File: config.mk
export PLATFORM = sky130hd
export DESIGN_NAME = regfile_sequencer
export DESIGN_NICKNAME = d
export VERILOG_FILES = /design/src/rtl/regfile_seq_pkg.sv /design/src/rtl/cmd_fifo.sv /design/src/rtl/regfile_sequencer.sv
export SDC_FILE = /design/constraint.sdc
export NUM_CORES = 1
export LEC_CHECK = 0
export CAP_MARGIN = 20
export CELL_PAD_IN_SITES_DETAIL_PLACEMENT = 1
export CELL_PAD_IN_SITES_GLOBAL_PLACEMENT = 1
export CORE_ASPECT_RATIO = 1.2
export CORE_MARGIN = 5
export CORE_UTILIZATION = 40
export CTS_BUF_LIST = sky130_fd_sc_hd__clkbuf_16
export DETAILED_ROUTE_END_ITERATION = 12
export GPL_TIMING_DRIVEN = 0
export PLACE_DENSITY_LB_ADDON = 0.1
export SYNTH_ARGS = -nofsm -noshare
export SYNTH_HDL_FRONTEND = slang
export SYNTH_SLANG_ARGS = --single-unit
File: constraint.sdc
create_clock -name clk -period 4.1 [get_ports clk]
set_clock_uncertainty 0.05 [all_clocks]
set_input_delay 0.41 -clock clk [delete_from_list [all_inputs] [get_ports clk]]
set_output_delay 0.41 -clock clk [all_outputs]
set_load 0.01 [all_outputs]
File: src/rtl/regfile_seq_pkg.sv
// regfile_seq_pkg: shared command format, addresses and status states for the transfer sequencer
package regfile_seq_pkg;
    localparam logic [5:0] X0_ADDR      = 6'd0;
    localparam logic [5:0] DATA_IO_ADDR = 6'd32;
    localparam int         MASK_W       = 33;

    typedef struct packed {
        logic [5:0]        src;
        logic [MASK_W-1:0] dest;
    } rf_cmd_t;

    typedef enum logic [1:0] { IDLE, RUN, STALL_IN, STALL_OUT } seq_state_t;

    function automatic logic is_illegal(input logic [5:0] src);
        return src > DATA_IO_ADDR;
    endfunction
endpackage

File: src/rtl/cmd_fifo.sv
// cmd_fifo: DEPTH-entry command queue; full refuses pushes even while popping
module cmd_fifo import regfile_seq_pkg::*; #(
    parameter int DEPTH = 4
) (
    input  logic    clk,
    input  logic    reset,
    input  logic    i_push,
    input  rf_cmd_t i_data,
    input  logic    i_pop,
    output logic    o_full,
    output logic    o_empty,
    output rf_cmd_t o_head
);
    localparam int AW = $clog2(DEPTH);

    rf_cmd_t         r_mem [DEPTH];
    logic [AW-1:0]   r_wr;
    logic [AW-1:0]   r_rd;
    logic [AW:0]     r_cnt;
    logic            w_push;
    logic            w_pop;

    assign o_full  = r_cnt == (AW+1)'(DEPTH);
    assign o_empty = r_cnt == '0;
    assign w_push  = i_push && !o_full;
    assign w_pop   = i_pop && !o_empty;
    assign o_head  = r_mem[r_rd];

    always_ff @(posedge clk or posedge reset) begin
        if (reset) begin
            r_wr  <= '0;
            r_rd  <= '0;
            r_cnt <= '0;
        end else begin
            if (w_push) r_wr <= r_wr + 1'b1;
            if (w_pop) r_rd <= r_rd + 1'b1;
            r_cnt <= r_cnt + (AW+1)'(w_push) - (AW+1)'(w_pop);
        end
    end

    always_ff @(posedge clk) begin
        if (w_push) r_mem[r_wr] <= i_data;
    end
endmodule

File: src/rtl/regfile_sequencer.sv
// regfile_sequencer: issues queued register-transfer commands one per cycle,
// bridging DATA_IO sources/destinations to valid/ready streams
module regfile_sequencer import regfile_seq_pkg::*; #(
    parameter int DEPTH = 4
) (
    input  logic              clk,
    input  logic              reset,
    input  logic              cmd_valid,
    output logic              cmd_ready,
    input  logic [5:0]        cmd_src,
    input  logic [MASK_W-1:0] cmd_dest,
    input  logic              in_valid,
    output logic              in_ready,
    input  logic [31:0]       in_data,
    output logic              out_valid,
    input  logic              out_ready,
    output logic [31:0]       out_data,
    output logic [5:0]        rf_src_addr,
    output logic [MASK_W-1:0] rf_dest_msk,
    output logic [31:0]       rf_data_in,
    input  logic [31:0]       rf_data_out,
    output logic              busy,
    output logic              err
);
    rf_cmd_t    w_head;
    logic       w_full;
    logic       w_empty;
    logic       w_head_io;
    logic       w_in_ok;
    logic       w_out_ok;
    logic       w_issue;
    logic       r_out_valid;
    logic [31:0] r_out_data;
    logic       r_err;
    seq_state_t r_state;

    cmd_fifo #(.DEPTH(DEPTH)) u_fifo (
        .clk     (clk),
        .reset   (reset),
        .i_push  (cmd_valid),
        .i_data  ('{src: cmd_src, dest: cmd_dest}),
        .i_pop   (w_issue),
        .o_full  (w_full),
        .o_empty (w_empty),
        .o_head  (w_head)
    );

    assign w_head_io = w_head.src == DATA_IO_ADDR;
    assign w_in_ok   = !w_head_io || in_valid;
    assign w_out_ok  = !w_head.dest[MASK_W-1] || !r_out_valid || out_ready;
    assign w_issue   = !w_empty && w_in_ok && w_out_ok;

    // illegal sources are issued as x0 so every selected destination receives 0
    assign rf_src_addr = w_issue && !is_illegal(w_head.src) ? w_head.src : X0_ADDR;
    assign rf_dest_msk = w_issue ? w_head.dest : '0;
    assign rf_data_in  = w_issue ? in_data : '0;
    assign in_ready    = w_issue && w_head_io;
    assign cmd_ready   = !w_full;
    assign out_valid   = r_out_valid;
    assign out_data    = r_out_data;
    assign busy        = !w_empty || r_out_valid;
    assign err         = r_err;

    always_ff @(posedge clk or posedge reset) begin
        if (reset) begin
            r_out_valid <= 1'b0;
            r_out_data  <= '0;
            r_err       <= 1'b0;
            r_state     <= IDLE;
        end else begin
            if (w_issue && w_head.dest[MASK_W-1]) begin
                r_out_valid <= 1'b1;
                r_out_data  <= rf_data_out;
            end else if (out_ready) begin
                r_out_valid <= 1'b0;
            end
            if (w_issue && is_illegal(w_head.src)) r_err <= 1'b1;
            r_state <= w_empty ? IDLE : w_issue ? RUN : !w_in_ok ? STALL_IN : STALL_OUT;
        end
    end
endmodule

* After elaboration in Yosys (flattened, before gate mapping)
Memories as Yosys holds them, arrays and structs flattened.
Cells that the tools add are included.
** Cells by class
- Order comparisons :: 1
- Reduce and logical (&&, ||, !) cells :: 20
- Add/sub/neg operators :: 4
- Eq/ne operators :: 2
- Mux-type cells :: 7
** Operators with widths (count)
- $mux W33 :: 1
- $mux W32 :: 1
- $logic_and A1 B1 Y1 :: 8
- $eq A6 B6 Y1 const B :: 1
- $gt A6 B6 Y1 const B :: 1
- $logic_not A1 Y1 :: 6
- $mux W6 :: 1
- $add A2 B1 Y2 const B :: 2
- $logic_or A1 B1 Y1 :: 4
- $mux W1 :: 4
- $add A3 B1 Y3 :: 1
- $eq A3 B3 Y1 const B :: 1
- $logic_not A3 Y1 :: 1
- $sub A3 B1 Y3 :: 1
- $reduce_bool A2 Y1 :: 1
** Storage, ports and cells
- Memories kept :: 1
- Register bits after elaboration :: 41
- Output and inout bits :: 108
- Bits in writable memories :: 156
** Memory list
- u_fifo.r_mem :: depth 4, bits a word 39, rd ports 1, clocked after Yosys merged registers in 0, write ports 1, RTL line cmd_fifo.sv:16 : rf_cmd_t r_mem [DEPTH];

* Depth between registers and ports, before layout
Gate-level depths: netlist of the first run.
An unclocked memory read counts as a cell.
- Depth in word-level cells :: 8
- Mapped depth :: 13

* Hierarchy
From an unflattened synthesis of the first run, not the netlist that was laid out.
** Unflattened totals
- Cells, all modules :: 411
- Area, all modules :: 8147.8 µm²
** By module, submodules not included
- cmd_fifo :: area each 6150.9 µm², sequential area each 4859.7 µm², times used 1, cells an instance 246
- regfile_sequencer :: area each 1996.9 µm², sequential area each 850.8 µm², times used 1, cells an instance 165

* Least setup slack after synthesis of the first run
No wires, ideal clock.
- Kind :: register to register
- Start point :: register u_fifo.r_rd[0]
- End point :: register u_fifo.r_cnt[2]
- Period minus slack after synthesis :: 3.091 ns
- Required time :: 3.927 ns
- Setup slack :: 1.009 ns
- Library setup time :: 0.123 ns
- Data arrival time :: 2.918 ns
- Stages on the path, launching flop included :: 14
- Cell sequence :: dfrtp_1 -> buf_6 -> buf_2 -> mux4_2 -> nor3b_1 -> a21oi_1 -> clkbuf_1 -> ha_1 -> inv_1 -> ha_1 -> inv_1 -> fa_1 -> xnor2_1 -> xnor2_1
** On the way
- Cells in the longest elaborated chain, start to end :: 8
- Elaborated cells on any way between the ends :: 11
** RTL lines
- start, declared :: RTL line cmd_fifo.sv:18 : logic [AW-1:0] r_rd;
- start signal, assigned :: RTL line cmd_fifo.sv:36 : if (w_pop) r_rd <= r_rd + 1'b1;
- $mem_v2 Z4 W39 *
- $eq A6 B6 Y1 :: RTL line regfile_sequencer.sv:48 : assign w_head_io = w_head.src == DATA_IO_ADDR;
- $logic_not A1 Y1 :: RTL line regfile_sequencer.sv:49 : assign w_in_ok = !w_head_io || in_valid;
- $logic_or A1 B1 Y1 :: RTL line regfile_sequencer.sv:49
- $logic_and A1 B1 Y1 :: RTL line regfile_sequencer.sv:51 : assign w_issue = !w_empty && w_in_ok && w_out_ok;
- $logic_and A1 B1 Y1 * :: RTL line regfile_sequencer.sv:51
- $logic_and A1 B1 Y1 * :: RTL line cmd_fifo.sv:26 : assign w_pop = i_pop && !o_empty;
- via u_fifo.w_pop :: RTL line cmd_fifo.sv:21 : logic w_pop;
- $sub A3 B1 Y3 * :: RTL line cmd_fifo.sv:37 : r_cnt <= r_cnt + (AW+1)'(w_push) - (AW+1)'(w_pop);
- end signal, assigned :: RTL line cmd_fifo.sv:37
- end, declared :: RTL line cmd_fifo.sv:19 : logic [AW:0] r_cnt;
The timed path passes the listed nets; every way through them passes the cells marked *.
A chain may end at the register's enable or synchronous reset.

* Final worst setup path of the first run
- Start point :: register u_fifo.r_rd[0]
- End point :: output rf_data_in[11]
** On the way
- Cells in the longest elaborated chain, start to end :: 7
- Elaborated cells on any way between the ends :: 10
** RTL lines
- $mem_v2 Z4 W39 *
- $eq A6 B6 Y1 :: RTL line regfile_sequencer.sv:48
- $logic_not A1 Y1 :: RTL line regfile_sequencer.sv:49
- $logic_or A1 B1 Y1 :: RTL line regfile_sequencer.sv:49
- $logic_and A1 B1 Y1 :: RTL line regfile_sequencer.sv:51
- $logic_and A1 B1 Y1 * :: RTL line regfile_sequencer.sv:51
- $mux W32 * :: RTL line regfile_sequencer.sv:56 : assign rf_data_in = w_issue ? in_data : '0;
- end, declared :: RTL line regfile_sequencer.sv:20 : output logic [31:0] rf_data_in,
Every way passes the cells marked *; elsewhere a longest branch is shown, timed or not.

==> results_dict.tcl, run 1 <==
set metrics [dict create \
    synth_edf_count 156 \
    p_leak_nw 3.962 \
    max_cap_viol_count 0 \
    cts_setup_buffers 0 \
    dp.cells 886 \
    grt_use_met3_pct 5.126 \
    via_per_inst 4.876 \
    layout_setup_ws_ns 0.2441 \
    fp.dieH_um 164.8 \
    diodes 0 \
    r2r_slack_ns 0.45 \
    grt_usage_pct 16.95 \
    final_nets 758 \
    whs_ns 0.4267 \
    grt_max_degree 42 \
    place_ws_ns -0.01993 \
    clk_latency_ns 0.43 \
    hp-class "primary input to async pin" \
    ys_top_cells_by_area "edfxtp_1 (59%), dfrtp_1 (13%), mux4_2 (11%), mux2_4 (5.5%), and2_1 (5.4%)" \
    ctsHoldBuffers 0 \
    cts_buffers 17 \
    synth_top_cell_by_area "edfxtp_1" \
    synth.top_cell.area_share_pct 58.66 \
    dr.pass1.iters 4 \
    num_io_pins 216 \
    post-route-period-util_pct 94.05 \
    grt_pass1_wl_um 29330 \
    grt_pass1_vias 5108 \
    critPathMaxFanout 14 \
    hold_viol 0 \
    initial_utilization_pct 40.71 \
    clock_path_buffers 2 \
    async_flop_share_pct 20.81 \
    ant_nets 0 \
    final_cells 917 \
    drt-total-wl_um 19250 \
    rsz0062_at_grt "no" \
    synth_common_cells "edfxtp_1 (156), and2_1 (69), dfrtp_1 (41), mux4_2 (39), mux2_4 (29)" \
    syn_area_per_cell_um2 19.67 \
    final_util_pct 56.79 \
    fp.dieW_um 139.0 \
    die_area_mm2 0.02290 \
    vias 4471 \
    status "finished, final reports clean" \
    top_usage_layer "met2" \
    dp_hpwl_um 13580 \
    tightest_slew_ns 0.9645 \
    cts_root_buf "clkbuf_16" \
    final_max_slew_viol_count 0 \
    start_kind "flop" \
    cp-end-kind "primary output" \
    slew_headroom_pct 35.70 \
    n_fill_cell 1781 \
    synth_ff_type "edfxtp_1" \
    use_met1_pct 19.76 \
    multiInputGateArea_mm2 0.002115 \
    ys_ff_latch 197 \
    use_met2_pct 30.87 \
    yosysWarnings 0 \
    port_buffers 215 \
    period_minus_slack_ns 3.856 \
    seqCellArea_mm2 0.005710 \
    fmax_ghz 0.2593 \
    grt-ovfl-total 0 \
    cp.arrival_ns 3.40 \
    ff2ff_path_depth 12 \
    required_ns 3.64 \
    drtIter0Drc 175 \
    wl_per_cell_um 20.99 \
    row_count 56 \
    yosysUniqueCellTypes 31 \
    criticalPathCategory "flop to primary output" \
    synthesis.nets 521 \
    syn-cell-area_mm2 0.007986 \
    power.density_mw_per_mm2 779.3 \
    cts.sinks 197 \
    fin_tns_setup_ns 0 \
    synthCells 406 \
    drc_errors 0 \
    cts_tree "built" \
    layout-drive-gt1-share_pct 18.75 \
    gp_congestion 0.7070 \
    area_delta_synth_final_pct 39.50 \
    clkTransAtPathRegs_ns 0.07 \
    h-tree-depth 4 \
    yosysMostFrequentCell "edfxtp_1" \
    finalSetupViolations 0 \
    ys_seq_area_share_pct 71.50 \
    antenna_found_initial 0 \
    coreArea_mm2 0.01962 \
    peakVddDrop_mv 0.4093 \
]
power by group:
part | total [mW] | leakage (nW) | switching [mW] | internal (mW)
clock network | 1.62 | 0.285 | 0.802 | 0.818
registers | 2.91 | 1.90 | 0.193 | 2.72
logic | 4.15 | 1.77 | 1.78 | 2.37
total | 8.68 | 3.96 | 2.78 | 5.91
cell type report:
class	count	share of cell area, %
plain buffers	19	1.269
clock buffers	17	3.819
clock inverters	15	1.471
inverters	7	0.2358
multi-input cells	182	18.98
flip-flops and latches	197	51.26
well taps	261	2.931
repair buffers	219	20.04
final timing paths:
check / startpoint / to
setup / recovery: u_fifo.r_rd[0] / rf_data_in[11]
setup reg to reg: u_fifo.r_rd[0] / u_fifo.r_cnt[2]
hold reg to reg: err / err
min in group clk: err / err
hold / removal: reset / out_data[10]
max in group asynchronous: reset / u_fifo.r_rd[0]
cells by family (layout without fill, tap and decap cells):
family,after synthesis,after routing,synth area share [%]
flops,197,197,71.50
simple gates,91,91,7.034
mux,72,72,17.01
buf+inv,27,277,2.084
fa+ha+maj,7,7,1.191
compound gates,7,7,0.6266
xor+xnor,5,5,0.5483
what timing repair did:
| action | CTS | global route |
|---|---|---|
| endpoints found under the hold margin | 0 | 0 |
| endpoints found under the setup margin | 55 | 1 |
| gates resized for setup | 4 | 2 |
placed cells by master (no fill, tap or decap), drive strengths merged:
cell,n
a21o,2
a21oi,2
and2,70
and3,4
buf,13
clkbuf,27
clkdlybuf4s50,215
clkinv,5
clkinvlp,2
dfrtp,41
edfxtp,156
fa,1
ha,6
inv,15
mux2,33
mux4,39
nand2,3
nand2b,3
nor2,2
nor2b,2
nor3,3
nor3b,1
nor4,1
o211a,1
o211ai,2
or3b,1
or4,1
xnor2,4
xor2,1
registers in the layout (all words and copies together) (netlist names):
register and cells:
u_fifo.r_mem 156, out_data 32, u_fifo.r_cnt 3, u_fifo.r_rd 2
u_fifo.r_wr 2, err 1, out_valid 1
per-layer routing:
| layer | wire (um) | up-vias |
|---|---|---|
| met5 | 0 | - |
| met4 | 175 | 0 |
| met3 | 1047 | 11 |
| met2 | 10550 | 137 |
| met1 | 7475 | 2293 |
| li1 | - | 2030 |
stage by stage:
step                power, mW  instance area (um^2)
global route            9.186                 11140
CTS                     8.867                 11140
floorplan               5.214                  7986
detailed placement      7.192                 10550
global placement        7.025                 10470
finish                  8.682                 11140
critical path, stage by stage, from the launching register on:
cell             delay [ns]
dfrtp_1                0.35
buf_6                  0.22
mux4_2                 0.58
nor3b_1                0.18
a21oi_1                0.30
buf_2                  0.30
clkbuf_1               0.30
and2_1                 0.19
clkdlybuf4s50_1        0.55
(Power assumes the default switching activity.)
==> run 2, diff against run 1 <==
--- a/config.mk
+++ b/config.mk
@@ -5,12 +5,11 @@
 export SDC_FILE = /design/constraint.sdc
 export NUM_CORES = 1
 export LEC_CHECK = 0
-export CAP_MARGIN = 20
 export CELL_PAD_IN_SITES_DETAIL_PLACEMENT = 1
 export CELL_PAD_IN_SITES_GLOBAL_PLACEMENT = 1
 export CORE_ASPECT_RATIO = 1.2
 export CORE_MARGIN = 5
-export CORE_UTILIZATION = 40
+export CORE_UTILIZATION = 44
 export CTS_BUF_LIST = sky130_fd_sc_hd__clkbuf_16
 export DETAILED_ROUTE_END_ITERATION = 12
 export GPL_TIMING_DRIVEN = 0
==> constraint.sdc (replaced) <==
create_clock -name clk -period 4.75 [get_ports clk]
set_clock_uncertainty 0.05 [all_clocks]
set_input_delay 0.475 -clock clk [delete_from_list [all_inputs] [get_ports clk]]
set_output_delay 0.475 -clock clk [all_outputs]
set_load 0.01 [all_outputs]
==> results_dict.tcl, run 2 (synthesized netlist as in run 1, its figures left out) <==
set metrics [dict create \
    cp-end-kind "primary output" \
    clock_path_buffers 2 \
    cts_buffers 17 \
    die_area_mm2 0.02096 \
    via_per_inst 5.110 \
    clk_latency_ns 0.42 \
    antenna_found_initial 0 \
    cts.sinks 197 \
    grt_pass1_wl_um 29150 \
    ff2ff_path_depth 13 \
    n_fill_cell 1584 \
    status "finished, final reports clean" \
    fp.dieW_um 133.0 \
    row_count 54 \
    required_ns 4.22 \
    final_cell_mix "clkdlybuf4s50_1 (215), edfxtp_1 (156), and2_1 (69)" \
    power.density_mw_per_mm2 684.3 \
    slew_headroom_pct 38.22 \
    drc_errors 0 \
    ant_nets 0 \
    grt_pass1_vias 5061 \
    final_max_slew_viol_count 0 \
    initial_utilization_pct 44.27 \
    regMostFlops "u_fifo.r_mem" \
    fp.dieH_um 157.6 \
    whs_ns 0.4181 \
    criticalPathCategory "flop to primary output" \
    hold_viol 0 \
    post-route-period-util_pct 90.95 \
    fmax_ghz 0.2315 \
    rsz0062_at_grt "no" \
    placed_cell_area_mm2 0.01050 \
    stdcell_area_mm2 0.01113 \
    hold_start "err" \
    cp.arrival_ns 3.79 \
    drtIter0Drc 172 \
    layout_setup_ws_ns 0.4301 \
    drt-total-wl_um 18910 \
    num_io_pins 216 \
    tightest_slew_ns 0.9268 \
    port_buffers 215 \
    dr.pass1.iters 4 \
    p_leak_nw 3.973 \
    clkTransAtPathRegs_ns 0.07 \
    max_cap_viol_count 0 \
    final_common_cell "clkdlybuf4s50_1" \
    dp_hpwl_um 13260 \
    cts_root_buf "clkbuf_16" \
    hp-class "flop to flop" \
    critPathMaxFanout 10 \
    r2r_end "u_fifo.r_cnt[2]" \
    grt_usage_pct 18.48 \
    h-tree-depth 4 \
    start_kind "flop" \
    cts_tree "built" \
    period_minus_slack_ns 4.320 \
    fin_tns_setup_ns 0 \
    layout-drive-gt1-share_pct 17.99 \
    top_usage_layer "met2" \
    area_delta_synth_final_pct 39.35 \
    use_met1_pct 21.37 \
    r2r_slack_ns 1.01 \
    min_delay_path_depth 1 \
    coreArea_mm2 0.01804 \
    grt_use_met3_pct 5.181 \
    cts_resized 0 \
    largest_reg_flops 156 \
    finalSetupViolations 0 \
    cts_setup_buffers 0 \
    peakVddDrop_mv 0.3451 \
    power_mw 7.616 \
    grt_max_degree 42 \
    use_met2_pct 33.71 \
    rr_startpoint "u_fifo.r_rd[0]" \
    vias 4497 \
    place_ws_ns 0.6705 \
    min_to "err" \
    final_nets 759 \
    grt-ovfl-total 0 \
    ctsHoldBuffers 0 \
    wl_per_cell_um 21.49 \
    gp_congestion 0.6689 \
    diodes 0 \
]
run 2: cell types whose count changed in the layout (fill, tap and decap cells not counted), sizes merged:
cell      change
bufinv        +4
inv           -3
clkbuf        +1
clkinv        -1
clkinvlp      -1
run 2: metal layers:
metal | part of all wire (%) | up-vias
met2 | 54 | 151
met4 | 1.2 | 0
met5 | 0 | -
met3 | 5.5 | 13
met1 | 39 | 2298
li1 | - | 2035
run 2: area by class of cell:
cell class	instances	area, um^2	area share [%]
Sequential cell	197	5710	51.31
Multi-Input combinational cell	182	2115	19.00
Clock buffer	17	425.4	3.822
Timing Repair Buffer	219	2232	20.06
Clock inverter	14	198.9	1.788
Tap cell	224	280.3	2.518
Inverter	7	26.28	0.2361
Buffer	20	141.4	1.270
run 2: critical path, cell delays in order (launching register included):
cell,delay [ns]
dfrtp_1,0.35
buf_6,0.13
buf_2,0.30
mux4_2,0.61
nor3b_1,0.18
a21oi_1,0.32
clkbuf_2,0.30
clkbuf_1,0.39
and2_1,0.24
clkdlybuf4s50_1,0.55
run 2: per-stage QoR:
| step | utilization [%] | std cells |
|---|---|---|
| floorplan | - | 406 |
| global placement | 57.75 | 845 |
| detailed placement | 58.23 | 849 |
| CTS | 61.69 | 880 |
| global route | 61.69 | 880 |
| finish | 61.69 | 880 |
run 2: power breakdown:
| group | leakage, nW | internal, mW | switching, mW |
|---|---|---|---|
| clock network | 0.302 | 0.888 | 0.640 |
| logic | 1.77 | 2.04 | 1.53 |
| registers | 1.90 | 2.35 | 0.167 |
run 2: worst max-delay path by stage:
stage	startpoint	endpoint	slack [ns]
after floorplan	u_fifo.r_rd[0]	u_fifo.r_cnt[2]	1.66
after global placement	u_fifo.r_rd[0]	rf_dest_msk[16]	0.68
after detailed placement	u_fifo.r_rd[0]	rf_dest_msk[14]	0.67
after CTS	u_fifo.r_rd[1]	rf_dest_msk[16]	0.16
after global routing	u_fifo.r_rd[0]	rf_dest_msk[3]	0.08
final	u_fifo.r_rd[0]	rf_dest_msk[22]	0.43
